<file path="config.mk">
export PLATFORM = sky130hd
export DESIGN_NAME = pf_iod_dly_trainer_flat
export DESIGN_NICKNAME = d
export VERILOG_FILES = /design/src/rtl/pf_iod_dly_trainer_if.sv /design/src/rtl/pf_iod_dly_trainer.sv /design/src/flat_wrapper.sv
export SDC_FILE = /design/constraint.sdc
export NUM_CORES = 1
export LEC_CHECK = 0
export CORE_MARGIN = 8
export CORE_UTILIZATION = 52
export DETAILED_ROUTE_END_ITERATION = 16
export PLACE_DENSITY = 0.81
export RECOVER_POWER = 100
export SYNTH_ARGS = -nofsm -noshare
export SYNTH_HDL_FRONTEND = slang
export SYNTH_SLANG_ARGS = --single-unit
</file>
<file path="constraint.sdc">
create_clock -name FAB_CLK -period 2.4 [get_ports FAB_CLK]
set_input_delay 0.36 -clock FAB_CLK [delete_from_list [all_inputs] [get_ports FAB_CLK]]
set_output_delay 0.36 -clock FAB_CLK [all_outputs]
set_load 0.02 [all_outputs]
</file>
<file path="src/rtl/pf_iod_dly_trainer_if.sv">
// IOD lane / training-control signal bundle for pf_iod_dly_trainer.
// master = trainer (drives the delay line), slave = IOD lane and fabric side.
interface pf_iod_dly_trainer_if #(
   parameter int unsigned OFS_W = 8
);
   logic             TRAIN_START;
   logic             EYE_MONITOR_EARLY;
   logic             EYE_MONITOR_LATE;
   logic             DELAY_LINE_OUT_OF_RANGE;
   logic             DELAY_LINE_LOAD;
   logic             DELAY_LINE_MOVE;
   logic             DELAY_LINE_DIRECTION;
   logic             EYE_MONITOR_CLEAR_FLAGS;
   logic             TRAIN_BUSY;
   logic             TRAIN_DONE;
   logic [1:0]       TRAIN_ERR;
   logic [OFS_W-1:0] TAP_OFFSET;
   logic [7:0]       STEP_COUNT;

   modport master (
      input  TRAIN_START, EYE_MONITOR_EARLY, EYE_MONITOR_LATE, DELAY_LINE_OUT_OF_RANGE,
      output DELAY_LINE_LOAD, DELAY_LINE_MOVE, DELAY_LINE_DIRECTION, EYE_MONITOR_CLEAR_FLAGS,
      output TRAIN_BUSY, TRAIN_DONE, TRAIN_ERR, TAP_OFFSET, STEP_COUNT
   );

   modport slave (
      output TRAIN_START, EYE_MONITOR_EARLY, EYE_MONITOR_LATE, DELAY_LINE_OUT_OF_RANGE,
      input  DELAY_LINE_LOAD, DELAY_LINE_MOVE, DELAY_LINE_DIRECTION, EYE_MONITOR_CLEAR_FLAGS,
      input  TRAIN_BUSY, TRAIN_DONE, TRAIN_ERR, TAP_OFFSET, STEP_COUNT
   );
endinterface

</file>
<file path="src/rtl/pf_iod_dly_trainer.sv">
// Per-lane IOD delay-line trainer: steps taps until early/late evidence balances, then locks.
// Define PF_IOD_DLY_TRAINER_TRACK_EN to keep re-centring the lane while locked.
module pf_iod_dly_trainer #(
   parameter int unsigned SETTLE_CYCLES = 8,
   parameter int unsigned SAMPLE_CYCLES = 16,
   parameter int unsigned THRESHOLD     = 2,
   parameter int unsigned LOCK_COUNT    = 3,
   parameter int unsigned MAX_STEPS     = 127,
   parameter int unsigned OFS_W         = 8
) (
   input  logic                        FAB_CLK,
   input  logic                        ARST_N,
   pf_iod_dly_trainer_if.master        lane
);

   typedef enum logic [3:0] {
      S_IDLE, S_LOAD, S_CLEAR, S_SETTLE, S_SAMPLE,
      S_DECIDE, S_MV_SETUP, S_MV_PULSE, S_LOCKED, S_ERROR
   } state_t;

   localparam int unsigned TMR_MAX = (SETTLE_CYCLES > SAMPLE_CYCLES) ? SETTLE_CYCLES : SAMPLE_CYCLES;
   localparam int unsigned TMR_W   = $clog2(TMR_MAX + 1);
   localparam int unsigned CNT_W   = $clog2(SAMPLE_CYCLES + 1);
   localparam int unsigned LCK_W   = $clog2(LOCK_COUNT + 1);
   localparam logic [OFS_W-1:0] OFS_MAX = {1'b0, {(OFS_W-1){1'b1}}};
   localparam logic [OFS_W-1:0] OFS_MIN = ~OFS_MAX + OFS_W'(1);

   state_t             state_q, state_d;
   logic [TMR_W-1:0]   tmr_q, tmr_d;
   logic [CNT_W-1:0]   early_q, early_d;
   logic [CNT_W-1:0]   late_q, late_d;
   logic [LCK_W-1:0]   lock_q, lock_d;
   logic               dir_q, dir_d;
   logic [OFS_W-1:0]   offset_q, offset_d;
   logic [7:0]         step_q, step_d;
   logic [1:0]         err_q, err_d;
   logic               trk_q, trk_d;
   logic               load_q, clr_q, move_q, busy_q, done_q;

   always_comb begin
      state_d  = state_q;
      tmr_d    = tmr_q;
      early_d  = early_q;
      late_d   = late_q;
      lock_d   = lock_q;
      dir_d    = dir_q;
      offset_d = offset_q;
      step_d   = step_q;
      err_d    = err_q;
      trk_d    = trk_q;

      case (state_q)
         S_IDLE, S_ERROR, S_LOCKED: begin
            if (lane.TRAIN_START) begin
               // Run state is cleared on the way in so LOAD already shows it cleared.
               state_d  = S_LOAD;
               offset_d = '0;
               step_d   = '0;
               lock_d   = '0;
               err_d    = '0;
            end
`ifdef PF_IOD_DLY_TRAINER_TRACK_EN
            else if (state_q == S_LOCKED) begin
               state_d = S_CLEAR;
            end
`endif
         end
         S_LOAD: state_d = S_CLEAR;
         S_CLEAR: begin
            early_d = '0;
            late_d  = '0;
            tmr_d   = '0;
            state_d = S_SETTLE;
         end
         S_SETTLE: begin
            if (lane.DELAY_LINE_OUT_OF_RANGE) begin
               err_d   = 2'b01;
               tmr_d   = '0;
               state_d = S_ERROR;
            end else if (32'(tmr_q) == SETTLE_CYCLES - 1) begin
               tmr_d   = '0;
               state_d = S_SAMPLE;
            end else begin
               tmr_d = tmr_q + TMR_W'(1);
            end
         end
         S_SAMPLE: begin
            if (lane.EYE_MONITOR_EARLY && 32'(early_q) < SAMPLE_CYCLES) early_d = early_q + CNT_W'(1);
            if (lane.EYE_MONITOR_LATE && 32'(late_q) < SAMPLE_CYCLES) late_d = late_q + CNT_W'(1);
            if (32'(tmr_q) == SAMPLE_CYCLES - 1) begin
               tmr_d   = '0;
               state_d = S_DECIDE;
            end else begin
               tmr_d = tmr_q + TMR_W'(1);
            end
         end
         S_DECIDE: begin
            if (32'(early_q) > 32'(late_q) + THRESHOLD) begin
               dir_d   = 1'b1;
               lock_d  = '0;
               state_d = S_MV_SETUP;
            end else if (32'(late_q) > 32'(early_q) + THRESHOLD) begin
               dir_d   = 1'b0;
               lock_d  = '0;
               state_d = S_MV_SETUP;
            end else if (trk_q) begin
               state_d = S_LOCKED;
            end else begin
               lock_d  = lock_q + LCK_W'(1);
               state_d = (32'(lock_q) + 1 >= LOCK_COUNT) ? S_LOCKED : S_CLEAR;
            end
         end
         S_MV_SETUP: begin
            if (!trk_q && 32'(step_q) == MAX_STEPS) begin
               err_d   = 2'b10;
               state_d = S_ERROR;
            end else if ((dir_q && offset_q == OFS_MAX) || (!dir_q && offset_q == OFS_MIN)) begin
               err_d   = 2'b01;
               state_d = S_ERROR;
            end else begin
               state_d = S_MV_PULSE;
            end
         end
         S_MV_PULSE: begin
            offset_d = dir_q ? offset_q + OFS_W'(1) : offset_q - OFS_W'(1);
            if (!trk_q) step_d = step_q + 8'd1;
            state_d = trk_q ? S_LOCKED : S_CLEAR;
         end
         default: state_d = S_IDLE;
      endcase

      if (state_d == S_LOAD || state_d == S_ERROR) trk_d = 1'b0;
`ifdef PF_IOD_DLY_TRAINER_TRACK_EN
      if (state_d == S_LOCKED) trk_d = 1'b1;
`endif
   end

   // Outputs are registered from the next state so each pulse spans exactly its state's cycle.
   always_ff @(posedge FAB_CLK or negedge ARST_N) begin
      if (!ARST_N) begin
         state_q  <= S_IDLE;
         tmr_q    <= '0;
         early_q  <= '0;
         late_q   <= '0;
         lock_q   <= '0;
         dir_q    <= 1'b0;
         offset_q <= '0;
         step_q   <= '0;
         err_q    <= '0;
         trk_q    <= 1'b0;
         load_q   <= 1'b0;
         clr_q    <= 1'b0;
         move_q   <= 1'b0;
         busy_q   <= 1'b0;
         done_q   <= 1'b0;
      end else begin
         state_q  <= state_d;
         tmr_q    <= tmr_d;
         early_q  <= early_d;
         late_q   <= late_d;
         lock_q   <= lock_d;
         dir_q    <= dir_d;
         offset_q <= offset_d;
         step_q   <= step_d;
         err_q    <= err_d;
         trk_q    <= trk_d;
         load_q   <= (state_d == S_LOAD);
         clr_q    <= (state_d == S_CLEAR);
         move_q   <= (state_d == S_MV_PULSE);
         busy_q   <= !trk_d && !(state_d inside {S_IDLE, S_LOCKED, S_ERROR});
         done_q   <= (state_d == S_LOCKED) || trk_d;
      end
   end

   assign lane.DELAY_LINE_LOAD         = load_q;
   assign lane.DELAY_LINE_MOVE         = move_q;
   assign lane.DELAY_LINE_DIRECTION    = dir_q;
   assign lane.EYE_MONITOR_CLEAR_FLAGS = clr_q;
   assign lane.TRAIN_BUSY              = busy_q;
   assign lane.TRAIN_DONE              = done_q;
   assign lane.TRAIN_ERR               = err_q;
   assign lane.TAP_OFFSET              = offset_q;
   assign lane.STEP_COUNT              = step_q;

endmodule
</file>
<file path="src/flat_wrapper.sv">
// flat-port wrapper written by rule: the top's interface ports become plain ports
module pf_iod_dly_trainer_flat 
#(
   parameter int unsigned SETTLE_CYCLES = 8,
   parameter int unsigned SAMPLE_CYCLES = 16,
   parameter int unsigned THRESHOLD     = 2,
   parameter int unsigned LOCK_COUNT    = 3,
   parameter int unsigned MAX_STEPS     = 127,
   parameter int unsigned OFS_W         = 8
)
  (FAB_CLK, ARST_N, lane_TRAIN_START, lane_EYE_MONITOR_EARLY, lane_EYE_MONITOR_LATE, lane_DELAY_LINE_OUT_OF_RANGE, lane_DELAY_LINE_LOAD, lane_DELAY_LINE_MOVE, lane_DELAY_LINE_DIRECTION, lane_EYE_MONITOR_CLEAR_FLAGS, lane_TRAIN_BUSY, lane_TRAIN_DONE, lane_TRAIN_ERR, lane_TAP_OFFSET, lane_STEP_COUNT);
  pf_iod_dly_trainer_if #(.OFS_W(OFS_W)) lane_i ();
  input  logic FAB_CLK;
  input  logic ARST_N;
  input wire logic [$bits(lane_i.TRAIN_START)-1:0] lane_TRAIN_START;
  input wire logic [$bits(lane_i.EYE_MONITOR_EARLY)-1:0] lane_EYE_MONITOR_EARLY;
  input wire logic [$bits(lane_i.EYE_MONITOR_LATE)-1:0] lane_EYE_MONITOR_LATE;
  input wire logic [$bits(lane_i.DELAY_LINE_OUT_OF_RANGE)-1:0] lane_DELAY_LINE_OUT_OF_RANGE;
  output wire logic [$bits(lane_i.DELAY_LINE_LOAD)-1:0] lane_DELAY_LINE_LOAD;
  output wire logic [$bits(lane_i.DELAY_LINE_MOVE)-1:0] lane_DELAY_LINE_MOVE;
  output wire logic [$bits(lane_i.DELAY_LINE_DIRECTION)-1:0] lane_DELAY_LINE_DIRECTION;
  output wire logic [$bits(lane_i.EYE_MONITOR_CLEAR_FLAGS)-1:0] lane_EYE_MONITOR_CLEAR_FLAGS;
  output wire logic [$bits(lane_i.TRAIN_BUSY)-1:0] lane_TRAIN_BUSY;
  output wire logic [$bits(lane_i.TRAIN_DONE)-1:0] lane_TRAIN_DONE;
  output wire logic [$bits(lane_i.TRAIN_ERR)-1:0] lane_TRAIN_ERR;
  output wire logic [$bits(lane_i.TAP_OFFSET)-1:0] lane_TAP_OFFSET;
  output wire logic [$bits(lane_i.STEP_COUNT)-1:0] lane_STEP_COUNT;
  assign lane_i.TRAIN_START = lane_TRAIN_START;
  assign lane_i.EYE_MONITOR_EARLY = lane_EYE_MONITOR_EARLY;
  assign lane_i.EYE_MONITOR_LATE = lane_EYE_MONITOR_LATE;
  assign lane_i.DELAY_LINE_OUT_OF_RANGE = lane_DELAY_LINE_OUT_OF_RANGE;
  assign lane_DELAY_LINE_LOAD = lane_i.DELAY_LINE_LOAD;
  assign lane_DELAY_LINE_MOVE = lane_i.DELAY_LINE_MOVE;
  assign lane_DELAY_LINE_DIRECTION = lane_i.DELAY_LINE_DIRECTION;
  assign lane_EYE_MONITOR_CLEAR_FLAGS = lane_i.EYE_MONITOR_CLEAR_FLAGS;
  assign lane_TRAIN_BUSY = lane_i.TRAIN_BUSY;
  assign lane_TRAIN_DONE = lane_i.TRAIN_DONE;
  assign lane_TRAIN_ERR = lane_i.TRAIN_ERR;
  assign lane_TAP_OFFSET = lane_i.TAP_OFFSET;
  assign lane_STEP_COUNT = lane_i.STEP_COUNT;
  pf_iod_dly_trainer #(.SETTLE_CYCLES(SETTLE_CYCLES), .SAMPLE_CYCLES(SAMPLE_CYCLES), .THRESHOLD(THRESHOLD), .LOCK_COUNT(LOCK_COUNT), .MAX_STEPS(MAX_STEPS), .OFS_W(OFS_W)) u_core (.FAB_CLK(FAB_CLK), .ARST_N(ARST_N), .lane(lane_i));
endmodule
</file>
==> results of run 1 <==
[flip-flops by register name, indices dropped and copies added, names as in the netlist]
signal,flops
u_core.lock_q,2
u_core.lane.EYE_MONITOR_CLEAR_FLAGS,1
u_core.lane.TRAIN_BUSY,1
u_core.trk_q,1
u_core.lane.DELAY_LINE_DIRECTION,1
u_core.lane.TAP_OFFSET,8
u_core.lane.TRAIN_ERR,2
u_core.state_q,4
u_core.lane.DELAY_LINE_MOVE,1
u_core.lane.TRAIN_DONE,1
u_core.late_q,5
u_core.early_q,5
u_core.tmr_q,5
u_core.lane.STEP_COUNT,8
u_core.lane.DELAY_LINE_LOAD,1
[per-layer routing]
layer	up-vias	global-route usage, %
li1	1246	-
met1	1269	21.2
met2	47	29.6
met3	15	3.18
met4	0	5.37
met5	-	0
[cell type report]
type                       instances  area, um^2  area share, %
multi-input combinational        244        1770           48.7
sequential                        46        1150           31.7
timing repair buffer              50         423           11.7
tap                               72        90.1           2.48
inverter                          21        83.8           2.31
clock buffer                       5        68.8           1.90
clock inverter                     3        43.8           1.21
[cells in the mapped netlist (3+ instances only)]
cell type,number
sky130_fd_sc_hd__mux2i_1,6
sky130_fd_sc_hd__nand2_1,23
sky130_fd_sc_hd__nand4_1,4
sky130_fd_sc_hd__xor2_1,12
sky130_fd_sc_hd__nand3_1,17
sky130_fd_sc_hd__o211ai_1,3
sky130_fd_sc_hd__buf_2,3
sky130_fd_sc_hd__nor4_1,3
sky130_fd_sc_hd__nor2_1,28
sky130_fd_sc_hd__dfrtp_1,46
sky130_fd_sc_hd__o22ai_1,3
sky130_fd_sc_hd__a41oi_1,3
sky130_fd_sc_hd__o31ai_1,4
sky130_fd_sc_hd__a21o_1,3
sky130_fd_sc_hd__clkbuf_1,4
sky130_fd_sc_hd__inv_1,20
sky130_fd_sc_hd__nand2b_1,3
sky130_fd_sc_hd__o21ai_0,22
sky130_fd_sc_hd__a21oi_1,13
sky130_fd_sc_hd__nor2b_1,5
sky130_fd_sc_hd__ha_1,23
sky130_fd_sc_hd__xnor2_1,5
sky130_fd_sc_hd__nor3_1,7
sky130_fd_sc_hd__and3_1,6
sky130_fd_sc_hd__nor3b_1,4
sky130_fd_sc_hd__o21a_1,6
[stage by stage]
step	setup slack [ns]	TNS [ns]	instance area, um^2	hold WS (ns)	std cells
2_1_floorplan	0.0206	0	3010	0.0644	322
3_5_place_dp	0.0368	0	3460	0.438	431
4_1_cts	0.00179	0	3580	0.105	439
6_report	0.0528	0	3630	0.457	441
5_1_grt	-0.00334	-0.00334	3630	0.538	441
3_3_place_gp	0.114	0	3460	0.431	431
[power groups by stage]
| stage | logic (mW) | registers (mW) | clock network, mW |
|---|---|---|---|
| 2_1_floorplan | 0.526 | 0.946 | 0 |
| 3_3_place_gp | 0.730 | 0.955 | 0 |
| 3_5_place_dp | 0.741 | 0.960 | 0 |
| 4_1_cts | 0.753 | 0.944 | 0.610 |
| 5_1_grt | 0.818 | 0.953 | 0.638 |
| 6_report | 0.744 | 0.941 | 0.598 |
[layout by cell type, fill, tap and decap left out, types with 2 or more instances in the layout]
master / Yosys / routed
sky130_fd_sc_hd__o21ai_0: 22 / 22
sky130_fd_sc_hd__and3_1: 6 / 5
sky130_fd_sc_hd__a21oi_1: 13 / 13
sky130_fd_sc_hd__nor2b_1: 5 / 6
sky130_fd_sc_hd__a21o_1: 3 / 3
sky130_fd_sc_hd__o21ai_1: 2 / 2
sky130_fd_sc_hd__o22ai_1: 3 / 3
sky130_fd_sc_hd__o21bai_1: 2 / 2
sky130_fd_sc_hd__clkdlybuf4s50_1: 0 / 4
sky130_fd_sc_hd__dlygate4sd3_1: 0 / 24
sky130_fd_sc_hd__nor3b_4: 2 / 2
sky130_fd_sc_hd__ha_2: 0 / 2
sky130_fd_sc_hd__buf_4: 2 / 16
sky130_fd_sc_hd__nor3_1: 7 / 7
sky130_fd_sc_hd__dfrtp_1: 46 / 45
sky130_fd_sc_hd__nand2_1: 23 / 23
sky130_fd_sc_hd__nor3b_1: 4 / 4
sky130_fd_sc_hd__o21a_1: 6 / 6
sky130_fd_sc_hd__a41oi_1: 3 / 3
sky130_fd_sc_hd__nor2_1: 28 / 28
sky130_fd_sc_hd__clkbuf_1: 4 / 6
sky130_fd_sc_hd__o211ai_1: 3 / 3
sky130_fd_sc_hd__nand3_1: 17 / 17
sky130_fd_sc_hd__nor4_1: 3 / 3
sky130_fd_sc_hd__mux2i_1: 6 / 6
sky130_fd_sc_hd__nand4_1: 4 / 4
sky130_fd_sc_hd__inv_1: 20 / 20
sky130_fd_sc_hd__ha_1: 23 / 20
sky130_fd_sc_hd__o31ai_1: 4 / 4
sky130_fd_sc_hd__nand2b_1: 3 / 3
sky130_fd_sc_hd__clkbuf_8: 0 / 5
sky130_fd_sc_hd__xnor2_1: 5 / 4
sky130_fd_sc_hd__xor2_1: 12 / 12
[worst min-delay path by stage]
stage                                 from                             to  slack, ns  cells after the start
2_1_floorplan                       ARST_N  u_core.early_q[0]$_DFFE_PN0P_       0.06                      0
5_1_grt        u_core.tmr_q[0]$_DFFE_PN0P_    u_core.tmr_q[0]$_DFFE_PN0P_       0.54                      1
3_3_place_gp                        ARST_N  u_core.early_q[3]$_DFFE_PN0P_       0.43                      1
6_report                            ARST_N  u_core.early_q[3]$_DFFE_PN0P_       0.46                      1
3_5_place_dp                        ARST_N  u_core.early_q[3]$_DFFE_PN0P_       0.44                      1
4_1_cts                             ARST_N  u_core.early_q[3]$_DFFE_PN0P_       0.10                      1
[repair_timing]
item	CTS	global route
buffers inserted	0	2
resized for setup	0	11
setup endpoints to repair	0	4
[worst max-delay path, delay by kind of cell (launching register included)]
family / cells / cell delay, ns
fa+ha+maj: 2 / 0.52
mux: 1 / 0.32
xor+xnor: 1 / 0.13
compound gates: 3 / 0.57
simple gates: 2 / 0.30
flops: 1 / 0.41
[kinds of logic after synthesis]
logic type / count (synthesis)
flops: 46
buf+inv: 32
mux: 8
fa+ha+maj: 24
simple gates: 119
compound gates: 76
xor+xnor: 17
==> impl.org, run 1 <==
** Synth
- Dividing the synthesized area by the synthesized cell count gives 9.36 um^2.
- The synthesized design contains 46 register bits.
- In this run the cell area of the synthesized design comes to roughly 3000 um^2.
- The share of synthesized area in the top cell type comes to about two fifths.
- Fraction of synthesized cell area in xor and xnor cells :: 4.94%
- After synthesis, the largest family of logic cells by area is simple AND/OR/NAND/NOR gates.
- Post-synthesis instance total :: 322
- Compound-Gate Fraction of Synth Area :: 16.6%
- In the synthesized netlist the async set-or-reset flop fraction comes to between 90% and 100%.
- Number of enable-type register cells in the synthesized netlist :: 0
- During synthesis, Yosys emitted a total of 0 warnings.
- Number of library cell types mapped by synthesis :: 65
- The portion of synthesized area spent on multiplexers is 2.86%.
- Post-synthesis share of cell area spent on and, or, nand and nor gates :: 22.2%
- The most used flip-flop cell after synthesis is sky130_fd_sc_hd__dfrtp_1.
- After Yosys synthesis, full adders, half adders and majority gates account for 10.2% of the synthesized area.
- Most area-hungry cell type in the Yosys netlist :: sky130_fd_sc_hd__dfrtp_1
- Sequential fraction of the synthesis area :: about two fifths
- Synth Net Count :: 352
- Largest cells by area after synthesis :: sky130_fd_sc_hd__dfrtp_1, sky130_fd_sc_hd__ha_1, sky130_fd_sc_hd__o21ai_0, sky130_fd_sc_hd__nor2_1, sky130_fd_sc_hd__xor2_1

** Power and ir drop
- The analysis attributes to cell leakage a power of 1.67 nW.
- Switching power :: 0.800 mW
- The share of total power dissipated in combinational logic is 32.6%.
- The design draws 2.28 mW.
- Int Pwr :: 1.48 mW
- Maximum ir drop on the vdd rail :: 374 uV
- Net switching is approximately a third of the power.
- The share of total power dissipated in the clock network is 26.2%.
- Power spread over the standard cell area amounts to 629 nW/um^2.
- In this run, flip-flops and latches consume 41.2% of the power.

** Timing
- Dividing the final minimum period by the clock period gives 97.8%.
- Highest achievable clock rate :: between 0.4 and 0.5 GHz
- Final setup violation count :: 0
- Setup repair after global routing could not meet its margin everywhere.
- Final hold violations :: 0
- Final Max Tran Viols :: 31
- Post-route clock skew :: ~0.0075 ns
- Subtracting the final worst setup slack from the clock period gives 2.35 ns.
- Max-slew headroom at the worst pin :: -8.68%
- For the pin with the worst max-slew slack, the measured transition is 1.63 ns.

** CTS
- Root buffer selected by CTS :: sky130_fd_sc_hd__clkbuf_8
- Clock-pin slew was measured on the worst setup and hold paths at 0.10 ns.
- TritonCTS sink count :: 46
- Maximum number of buffers from clock root to sink :: 2
- TritonCTS built the clock tree.
- For this design, the CTS-stage hold fixing added 0 buffers.
- Clock tree synthesis inserted a total of 5 buffers.
- The H-tree generated during clock tree synthesis spans 2 levels.
- Clock latency reported for the late side of the worst-skew pair :: 0.30 ns

** Global routing
- Global Route Usage Sum :: 17.2%
- Via count of the first global-routing pass :: 2612
- The first global-routing pass estimated 12200 um of wire.
- The initial antenna violation count came to 0.
- For this run the aggregate overflow at the end of global routing stands at 0.
- Entering global routing, the biggest net connects 31 pins.

** Setup path
- Setup crit start :: u_core.late_q[2]$_DFFE_PN0P_
- The setup path with the least slack is of type reg2reg.
- The startpoint identified for the worst register-to-register timing path is u_core.late_q[2]$_DFFE_PN0P_.
- STA classifies the critical path startpoint as a flop.
- Measured in cells, the most critical reg-to-reg path has a length of 9.
- Worst path arrival time :: 2.54 ns
- The worst register-to-register path has a setup slack of ~0.053 ns.
- Among all stages on the critical path, the largest delay is contributed by sky130_fd_sc_hd__dfrtp_1.
- Top fanout value on the critical path :: 3
- Following the worst setup path forward leads to its endpoint at u_core.lane.TRAIN_DONE$_DFF_PN0_.
- Crit-path cells :: ha_2 -> xnor2_1 -> ha_1 -> and3_4 -> a31oi_4 -> a21bo_2 -> nand3_1 -> o21a_1 -> mux2_4
- Critical register-to-register path endpoint :: u_core.lane.TRAIN_DONE$_DFF_PN0_
- STA puts the critical path data required time at around 2.6 ns.
- Sort of element at the end of the critical path :: flop
- Maximum single-stage delay on the critical path :: 0.41 ns

** Detailed routing
- Met2 layer wire length in the routed design :: 3640 um
- The first routing iteration left 93 violations.
- Post-detailed-route count of antenna-violating nets :: 0
- Routed wire length on met3 :: roughly 190 um
- Number of vias per cell after detailed routing :: 5.84
- Routed signal wires occupy layers up through met4.
- Total Routed Length :: 7110 um
- In the final routed layout, each cell accounts on average for between 15 and 20 um.
- DR pass1 iterations :: 4
- Detailed routing inserted a total of about 2600 vias.
- DRC Markers :: 0
- For this block, wires on met1 add up to about 3100 um.

** Layout
- Layout filler cell count :: 452
- Final net count :: 398
- Layout cell share with drive strength beyond 1 :: about 14%
- Cells fill 65.5% of the core in the end.
- 0 antenna diodes ended up in the layout.
- Layout Area Growth over Synthesis :: 20.4%

** Outcome
- The checks that failed: max-capacitance violations, max-slew violations.
- The run finished, with violations left.

** Min path
- Type of the most critical hold path :: in2async

** Placement
- Buffers on Ports :: 29
- The congestion estimate from routability-driven global placement came to 0.920.
- DP HPWL :: 5300 um

** Flow run
- The tool flagged a number of max-cap violations equal to 1.

** Die
- Initial Utilization :: 54.4%
- In this run the count of I/O pins placed on the die edge is 30.
- Floorplan die height :: 92.1 um
- Measured along the x axis, the die boundary spans 92.1 um.
- The die covers ~8500 um^2.
- Core area :: about 5500 um^2
- The floorplan has 27 rows.
No activity file was read; power rests on OpenSTA's default activity.
==> inputs of run 2 (changes only) <==
--- a/config.mk
+++ b/config.mk
@@ -5,6 +5,7 @@
 export SDC_FILE = /design/constraint.sdc
 export NUM_CORES = 1
 export LEC_CHECK = 0
+export ABC_CLOCK_PERIOD_IN_PS = 2400
 export CORE_MARGIN = 8
 export CORE_UTILIZATION = 52
 export DETAILED_ROUTE_END_ITERATION = 16
==> results of run 2 <==
The final DEF is identical to that of run 1; final timing and power are the same.
